## src/rtl/custom_seq_pkg.sv

```systemverilog
// Shared code table for the custom 9-state counter and its receive-side checker.
package custom_seq_pkg;

  localparam int unsigned CODE_W  = 4;
  localparam int unsigned IDX_W   = 4;
  localparam int unsigned SEQ_LEN = 9;

  localparam logic [CODE_W-1:0] CODE_0 = 4'b0000;
  localparam logic [CODE_W-1:0] CODE_1 = 4'b1001;
  localparam logic [CODE_W-1:0] CODE_2 = 4'b1010;
  localparam logic [CODE_W-1:0] CODE_3 = 4'b1100;
  localparam logic [CODE_W-1:0] CODE_4 = 4'b0111;
  localparam logic [CODE_W-1:0] CODE_5 = 4'b1101;
  localparam logic [CODE_W-1:0] CODE_6 = 4'b0100;
  localparam logic [CODE_W-1:0] CODE_7 = 4'b0101;
  localparam logic [CODE_W-1:0] CODE_8 = 4'b0110;

  typedef enum logic [1:0] {
    SEARCH  = 2'd0,
    ACQUIRE = 2'd1,
    LOCKED  = 2'd2
  } seq_state_t;

  typedef struct packed {
    logic             legal;
    logic [IDX_W-1:0] idx;
  } seq_dec_t;

  // Code to ordinal; legal=0 for the seven codes outside the sequence.
  function automatic seq_dec_t code_to_idx(input logic [CODE_W-1:0] code);
    seq_dec_t d;
    d.legal = 1'b1;
    d.idx   = '0;
    case (code)
      CODE_0:  d.idx = IDX_W'(0);
      CODE_1:  d.idx = IDX_W'(1);
      CODE_2:  d.idx = IDX_W'(2);
      CODE_3:  d.idx = IDX_W'(3);
      CODE_4:  d.idx = IDX_W'(4);
      CODE_5:  d.idx = IDX_W'(5);
      CODE_6:  d.idx = IDX_W'(6);
      CODE_7:  d.idx = IDX_W'(7);
      CODE_8:  d.idx = IDX_W'(8);
      default: d.legal = 1'b0;
    endcase
    return d;
  endfunction

  function automatic logic [CODE_W-1:0] idx_to_code(input logic [IDX_W-1:0] idx);
    logic [CODE_W-1:0] c;
    case (idx)
      IDX_W'(1): c = CODE_1;
      IDX_W'(2): c = CODE_2;
      IDX_W'(3): c = CODE_3;
      IDX_W'(4): c = CODE_4;
      IDX_W'(5): c = CODE_5;
      IDX_W'(6): c = CODE_6;
      IDX_W'(7): c = CODE_7;
      IDX_W'(8): c = CODE_8;
      default:   c = CODE_0;
    endcase
    return c;
  endfunction

  function automatic logic [IDX_W-1:0] seq_next_idx(input logic [IDX_W-1:0] idx);
    return (idx >= IDX_W'(SEQ_LEN - 1)) ? '0 : idx + IDX_W'(1);
  endfunction

endpackage

```

## src/rtl/custom_seq_decode.sv

```systemverilog
// Pure combinational decoder from a received code to {legal, ordinal}.
module custom_seq_decode
  import custom_seq_pkg::*;
(
  input  logic [CODE_W-1:0] code,
  output logic              legal_c,
  output logic [IDX_W-1:0]  idx_c
);

  seq_dec_t dec;

  always_comb begin
    dec     = code_to_idx(code);
    legal_c = dec.legal;
    idx_c   = dec.idx;
  end

endmodule

```

## config.mk

```make
export PLATFORM = sky130hd
export DESIGN_NAME = custom_seq_decode
export DESIGN_NICKNAME = d
export VERILOG_FILES = /design/src/rtl/custom_seq_pkg.sv /design/src/rtl/custom_seq_decode.sv
export SDC_FILE = /design/constraint.sdc
export NUM_CORES = 1
export LEC_CHECK = 0
export CORE_AREA = 2 2 39 41
export DETAILED_ROUTE_END_ITERATION = 8
export DIE_AREA = 0 0 41 43
export PLACE_DENSITY_LB_ADDON = 0.3
export SYNTH_ARGS = -nofsm -noshare
export SYNTH_HDL_FRONTEND = slang
export SYNTH_SLANG_ARGS = --single-unit
```

## constraint.sdc

```tcl
create_clock -name vclk -period 1.2
set_clock_uncertainty 0.1 [all_clocks]
set_input_delay 0.24 -clock vclk [all_inputs]
set_output_delay 0.24 -clock vclk [all_outputs]
set_load 0.01 [all_outputs]
```

# Word-level counts from Yosys, hierarchy flattened
# Cells that the tools add are included.
# word_totals
reg_bits	0
in_bits	4
out_inout_bits	5
word_cells	12
# op_classes
n_eq_ne	8
muxes	2
reduce_logical	2
# op_table
op	n
4-bit one-hot mux with 8 select lines	1
4-bit by 3-bit == test with 1-bit output (second input constant)	4
4-bit == test (second input constant)	4
9-bit OR reduction	1
4-bit logical NOT	1
1-bit 2-to-1 mux	1

# Depth between registers and ports, before layout
# Gate-level depths: netlist of run 1.
# depth
word_depth	3
mapped_depth	3

# Worst setup path after synthesis of run 1
# No wires, ideal clock.
# synth_path
path_type	input-to-output
from	input code[3]
to	output legal_c
arrival_ps	864
slack_ps	-4
cell_stages	3
path_buffers	1
path_cell_list	buf_4 a21o_1 a211o_1
# synth_via
elab_chain_cells	3
elab_cells_between_ends	11
cone_classes	eq/ne (8); mux (1); reduce/logical (2)
# synth_rtl
item	line_no	text
from (decl)	custom_seq_decode.sv:5	input logic [CODE_W-1:0] code,
4-bit by 3-bit == test with 1-bit output (tied with other cells)	custom_seq_pkg.sv:34	case (code)
9-bit OR reduction (no source line) (*)	--	
1-bit 2-to-1 mux (*)	custom_seq_pkg.sv:34	
to (decl)	custom_seq_decode.sv:6	output logic legal_c,
# Mark *: on every way between the ends. The rest lies on a longest branch, timed or not.

# Final worst setup path of run 1
# layout_path
from	input code[1]
to	output legal_c
# The elaborated chain is that of the path after synthesis.

==> results of run 1 <==
kinds of logic after synthesis:
group | after synthesis | synth area share
simple gates | 8 | 0.457
compound gates | 7 | 0.435
buf+inv | 2 | 0.109
critical path, stage by stage:
cell      delay [ns]
buf_8           0.11
and4bb_1        0.21
a211o_1         0.22
buf_2           0.14
layout make-up:
type | count | area, um^2
fillers | 165 | 1170
well taps | 16 | 20.0
repair buffers | 11 | 88.8
multi-input cells | 15 | 106
where the power goes:
part	total, W	switching [W]	internal [W]
sequential	0	0	0
clock	0	0	0
combinational	0.0000733	0.0000317	0.0000416
total	0.0000733	0.0000317	0.0000416
per-layer routing:
layer / routed length [um] / GRT usage / share of wire
met4: 0 / 0 / 0
met1: 142 / 0.0506 / 0.41
met2: 159 / 0.0656 / 0.46
met3: 47 / 0.00524 / 0.13
met5: 0 / 0 / 0
metrics by stage:
step | setup TNS [ns] | total power, W | instances
2_1_floorplan | 0 | 0.0000367 | 17
3_3_place_gp | -4.33 | 0.0000804 | 42
3_5_place_dp | -4.36 | 0.0000802 | 42
4_1_cts | -0.129 | 0.0000717 | 42
5_1_grt | -0.202 | 0.0000807 | 42
6_report | -0.110 | 0.0000733 | 42
what timing repair did:
item / 4_1_cts / 5_1_grt
pin swaps: 1 / 2
setup endpoints to repair: 5 / 3
endpoints found under the hold margin: 0 / 0
gates resized for setup: 46 / 2
final timing paths:
check                   to    start  slack, ns
setup / recovery   legal_c  code[1]      -0.06
hold / removal    idx_c[1]  code[2]       0.68
cell usage in the layout (no fill, tap or decap):
master | synthesis | layout
o21a_1 | 1 | 1
a211o_1 | 2 | 2
buf_8 | 0 | 2
o21ai_1 | 0 | 1
a21boi_2 | 0 | 1
nor2_1 | 2 | 2
nand2_1 | 2 | 2
nor3b_1 | 1 | 1
buf_4 | 1 | 3
a21o_1 | 1 | 1
nor3_1 | 1 | 1
buf_2 | 1 | 5
buf_6 | 0 | 1
and4bb_1 | 2 | 2
a21oi_1 | 1 | 1
==> results.sh, run 1 <==
export IMPL_vias=157
export IMPL_synth_top_area_cell="and4bb_1"
export IMPL_worstSetupPathType="primary input to output pin"
export IMPL_setup_viol=2
export IMPL_drt_wl_total_um=349
export IMPL_status="finished with violations"
export IMPL_grt_max_degree=11
export IMPL_routed_via_density=3.74
export IMPL_arrival_ns=0.92
export IMPL_fp_dieH_um=43
export IMPL_fp_dieW_um=41
export IMPL_ys_seq_area_frac=0
export IMPL_grt_util_all_layers=0.0380
export IMPL_start_util=0.0832
export IMPL_io_buffers=9
export IMPL_num_rows=14
export IMPL_failed_checks="negative setup slack"
export IMPL_setup_ws_ns=-0.0577
export IMPL_antenna_left=0
export IMPL_p_per_area_mw_per_mm2=341
export IMPL_synth_area_per_cell_um2=6.77
export IMPL_post_cts_repair_setup_buffers=0
export IMPL_crit_path_end_kind="output pin"
export IMPL_synth_area_um2=115
export IMPL_routabilityCongestion=0.554
export IMPL_maxCapViolations=0
export IMPL_seq_cell_count=0
export IMPL_place_area_um2=228
export IMPL_grt_overflow=0
export IMPL_netlist_instances=17
export IMPL_die_area_mm2=0.00176
export IMPL_clkbuf_count=0
export IMPL_synth_common_cells="a211o_1 (2), and4bb_1 (2), nand2_1 (2), nor2_1 (2)"
export IMPL_whs_ns=0.677
export IMPL_yosys_area_top_type_share=0.217
export IMPL_io_pins=9
export IMPL_final_nets=32
export IMPL_cp_max_fo=8
export IMPL_post_place_ws_ns=-0.913
export IMPL_syn_to_final_growth_pct=87.0
export IMPL_synth_cell_types=13
export IMPL_firstDrtPassIters=1
export IMPL_register_area_um2=0
export IMPL_grt_pass1_wl_um=510
export IMPL_drive_gt1_frac=0.462
export IMPL_fin_area_um2=215
export IMPL_drtIter0Drc=0
export IMPL_drc=0
export IMPL_core_area_mm2=0.00138
export IMPL_final_core_util=0.156
export IMPL_post_route_min_period_ns=1.26
export IMPL_timing_final_crit_share=1.05
export IMPL_fmax_mhz=795
export IMPL_wl_per_cell_um=8.31
export IMPL_min_path_type="primary input to output pin"
export IMPL_grt_antenna_before_repair=0
export IMPL_leakage_nw=0.111
export IMPL_relSlewSlack=0.895
export IMPL_syn_nets=21
export IMPL_slew_violations=0
export IMPL_start_kind="primary input"
export IMPL_cts_hold_fix_buffers=0
export IMPL_ys_top_cells_by_area="and4bb_1 (22%), a211o_1 (15%), a21boi_1 (6.5%), a21o_1 (6.5%), buf_4 (6.5%)"
export IMPL_worstMarginPinSlew_ns=0.156
export IMPL_antenna_cells=0
export IMPL_yosysWarnings=0
export IMPL_whs_path_depth=3
export IMPL_finalHoldViolCount=0
export IMPL_peakVddDrop_v=0.0000945
export IMPL_critical_path_required_ns=0.86
export IMPL_rsz0062_at_grt="true"
export IMPL_grt_pass1_vias=140
No activity file was read; power rests on OpenSTA's default activity.
==> run 2: changes to the inputs <==
ABC_AREA = 1   (was not set)
TNS_END_PERCENT = 5   (was not set)
==> results.sh, run 2 <==
export IMPL_drc=0
export IMPL_core_area_mm2=0.00138
export IMPL_crit_path_end_kind="output pin"
export IMPL_die_area_mm2=0.00176
export IMPL_grt_max_degree=6
export IMPL_critical_path_required_ns=0.86
export IMPL_grt_pass1_wl_um=483
export IMPL_timing_final_crit_share=0.943
export IMPL_clkbuf_count=0
export IMPL_whs_ns=0.691
export IMPL_fin_area_um2=185
export IMPL_netlist_instances=22
export IMPL_drive_gt1_frac=0.485
export IMPL_dp_cells=48
export IMPL_grt_antenna_before_repair=0
export IMPL_grt_util_all_layers=0.0350
export IMPL_synth_area_um2=91.3
export IMPL_final_cells=49
export IMPL_cp_max_fo=4
export IMPL_routed_wl_met2_um=169
export IMPL_fp_dieW_um=41
export IMPL_post_route_min_period_ns=1.13
export IMPL_final_cell_mix="buf_2 (9), nand2_1 (7), inv_1 (3)"
export IMPL_power_total_w=0.0000639
export IMPL_syn_to_final_growth_pct=103
export IMPL_antenna_left=0
export IMPL_setup_viol=0
export IMPL_drtIter0Drc=1
export IMPL_seq_cell_count=0
export IMPL_leakage_nw=0.113
export IMPL_wl_met3_um=15
export IMPL_grt_overflow=0
export IMPL_start_util=0.0660
export IMPL_worstSetupPathType="primary input to output pin"
export IMPL_synth_top_area_cell="nand2_1"
export IMPL_nFillCells=180
export IMPL_io_pins=9
export IMPL_num_rows=14
export IMPL_io_buffers=9
export IMPL_yosys_area_top_type_share=0.370
export IMPL_grt_pass1_vias=144
export IMPL_min_path_type="primary input to output pin"
export IMPL_register_area_um2=0
export IMPL_routed_via_density=3.35
export IMPL_syn_nets=26
export IMPL_wl_per_cell_um=6.82
export IMPL_final_core_util=0.134
export IMPL_arrival_ns=0.79
export IMPL_synth_common_cells="nand2_1 (9), inv_1 (4), a21oi_1 (3)"
export IMPL_slowest_delay_ns=0.13
export IMPL_crit_chain="buf_2 > nand2_2 > nand3_1 > nand2_1 > nand2_1 > buf_2"
export IMPL_fp_dieH_um=43
export IMPL_place_area_um2=209
export IMPL_worstMarginPinSlew_ns=0.130
export IMPL_fmax_mhz=884
export IMPL_synth_cell_types=7
export IMPL_synth_most_common_cell="nand2_1"
export IMPL_drt_wl_total_um=334
export IMPL_status="complete, no violations"
export IMPL_vias=164
export IMPL_start_kind="primary input"
export IMPL_firstDrtPassIters=2
export IMPL_slew_violations=0
export IMPL_ys_seq_area_frac=0
export IMPL_top_layer_used="met3"
export IMPL_critPathSlowestCell="buf_2"
export IMPL_dp_hpwl_um=283
export IMPL_mostFrequentLayoutCell="buf_2"
export IMPL_m1WireLength_um=149
export IMPL_synth_area_per_cell_um2=4.15
export IMPL_relSlewSlack=0.912
export IMPL_final_nets=39
export IMPL_finalHoldViolCount=0
export IMPL_ys_top_cells_by_area="nand2_1 (37%), a21oi_1 (16%), inv_1 (16%), nand3_1 (11%), nor2_1 (8.2%)"
export IMPL_antenna_cells=0
export IMPL_rsz0062_at_grt="false"
export IMPL_yosysWarnings=0
export IMPL_cts_hold_fix_buffers=0
export IMPL_maxCapViolations=0
export IMPL_routabilityCongestion=0.587
export IMPL_peakVddDrop_v=0.0000320
export IMPL_p_per_area_mw_per_mm2=345
-- run 2: changes by cell type after synthesis, sizes merged --
cell    before  now
nand3        0    2
a211o        2    0
nor3b        1    0
nand2        2    9
inv          0    4
a21boi       1    0
a21oi        1    3
o21a         1    0
and4bb       2    0
buf          2    0
a21o         1    0
-- run 2: worst paths after layout --
check,from,end,slack [ns],depth (start not counted)
max,code[1],legal_c,0.07,6
min,code[0],idx_c[3],0.69,3
-- run 2: layout make-up --
type / count / area (um^2) / share of cell area
repair buffers: 11 / 60.1 / 0.324
inverters: 4 / 15.0 / 0.0811
multi-input cells: 18 / 90.1 / 0.486
well taps: 16 / 20.0 / 0.108
-- run 2: critical path, delay by kind of cell --
family	cells	cell delay, ns
buffers and inverters	2	0.26
and+or+nand+nor	4	0.29
-- run 2: cells by family after synthesis --
group / count (synthesis) / share of synthesized area
buffers and inverters: 4 / 0.164
and+or+nand+nor: 14 / 0.616
AOI/OAI and AO/OA: 4 / 0.219
-- run 2: power by group --
| part | internal [W] | total, W | switching [W] |
|---|---|---|---|
| Clock | 0 | 0 | 0 |
| Combinational | 0.0000273 | 0.0000639 | 0.0000366 |
| Sequential | 0 | 0 | 0 |
-- run 2: through the flow --
stage,setup TNS (ns),setup WS [ns]
6_report,0,0.0690
5_1_grt,0,0.0161
4_1_cts,-0.0232,-0.0209
3_5_place_dp,-3.75,-0.778
3_3_place_gp,-3.82,-0.793
2_1_floorplan,0,0.271
-- run 2: layer usage --
layer  track usage  vias to the layer above
met5             0                        -
met4             0                        0
met3             0                        0
met2        0.0719                        3
met1        0.0380                       70
li1              -                       91
-- run 2: what timing repair did --
action,in CTS,in global routing
setup buffers,1,0
gates resized for setup,37,4
endpoints found under the setup margin,5,5
pin swaps,0,1
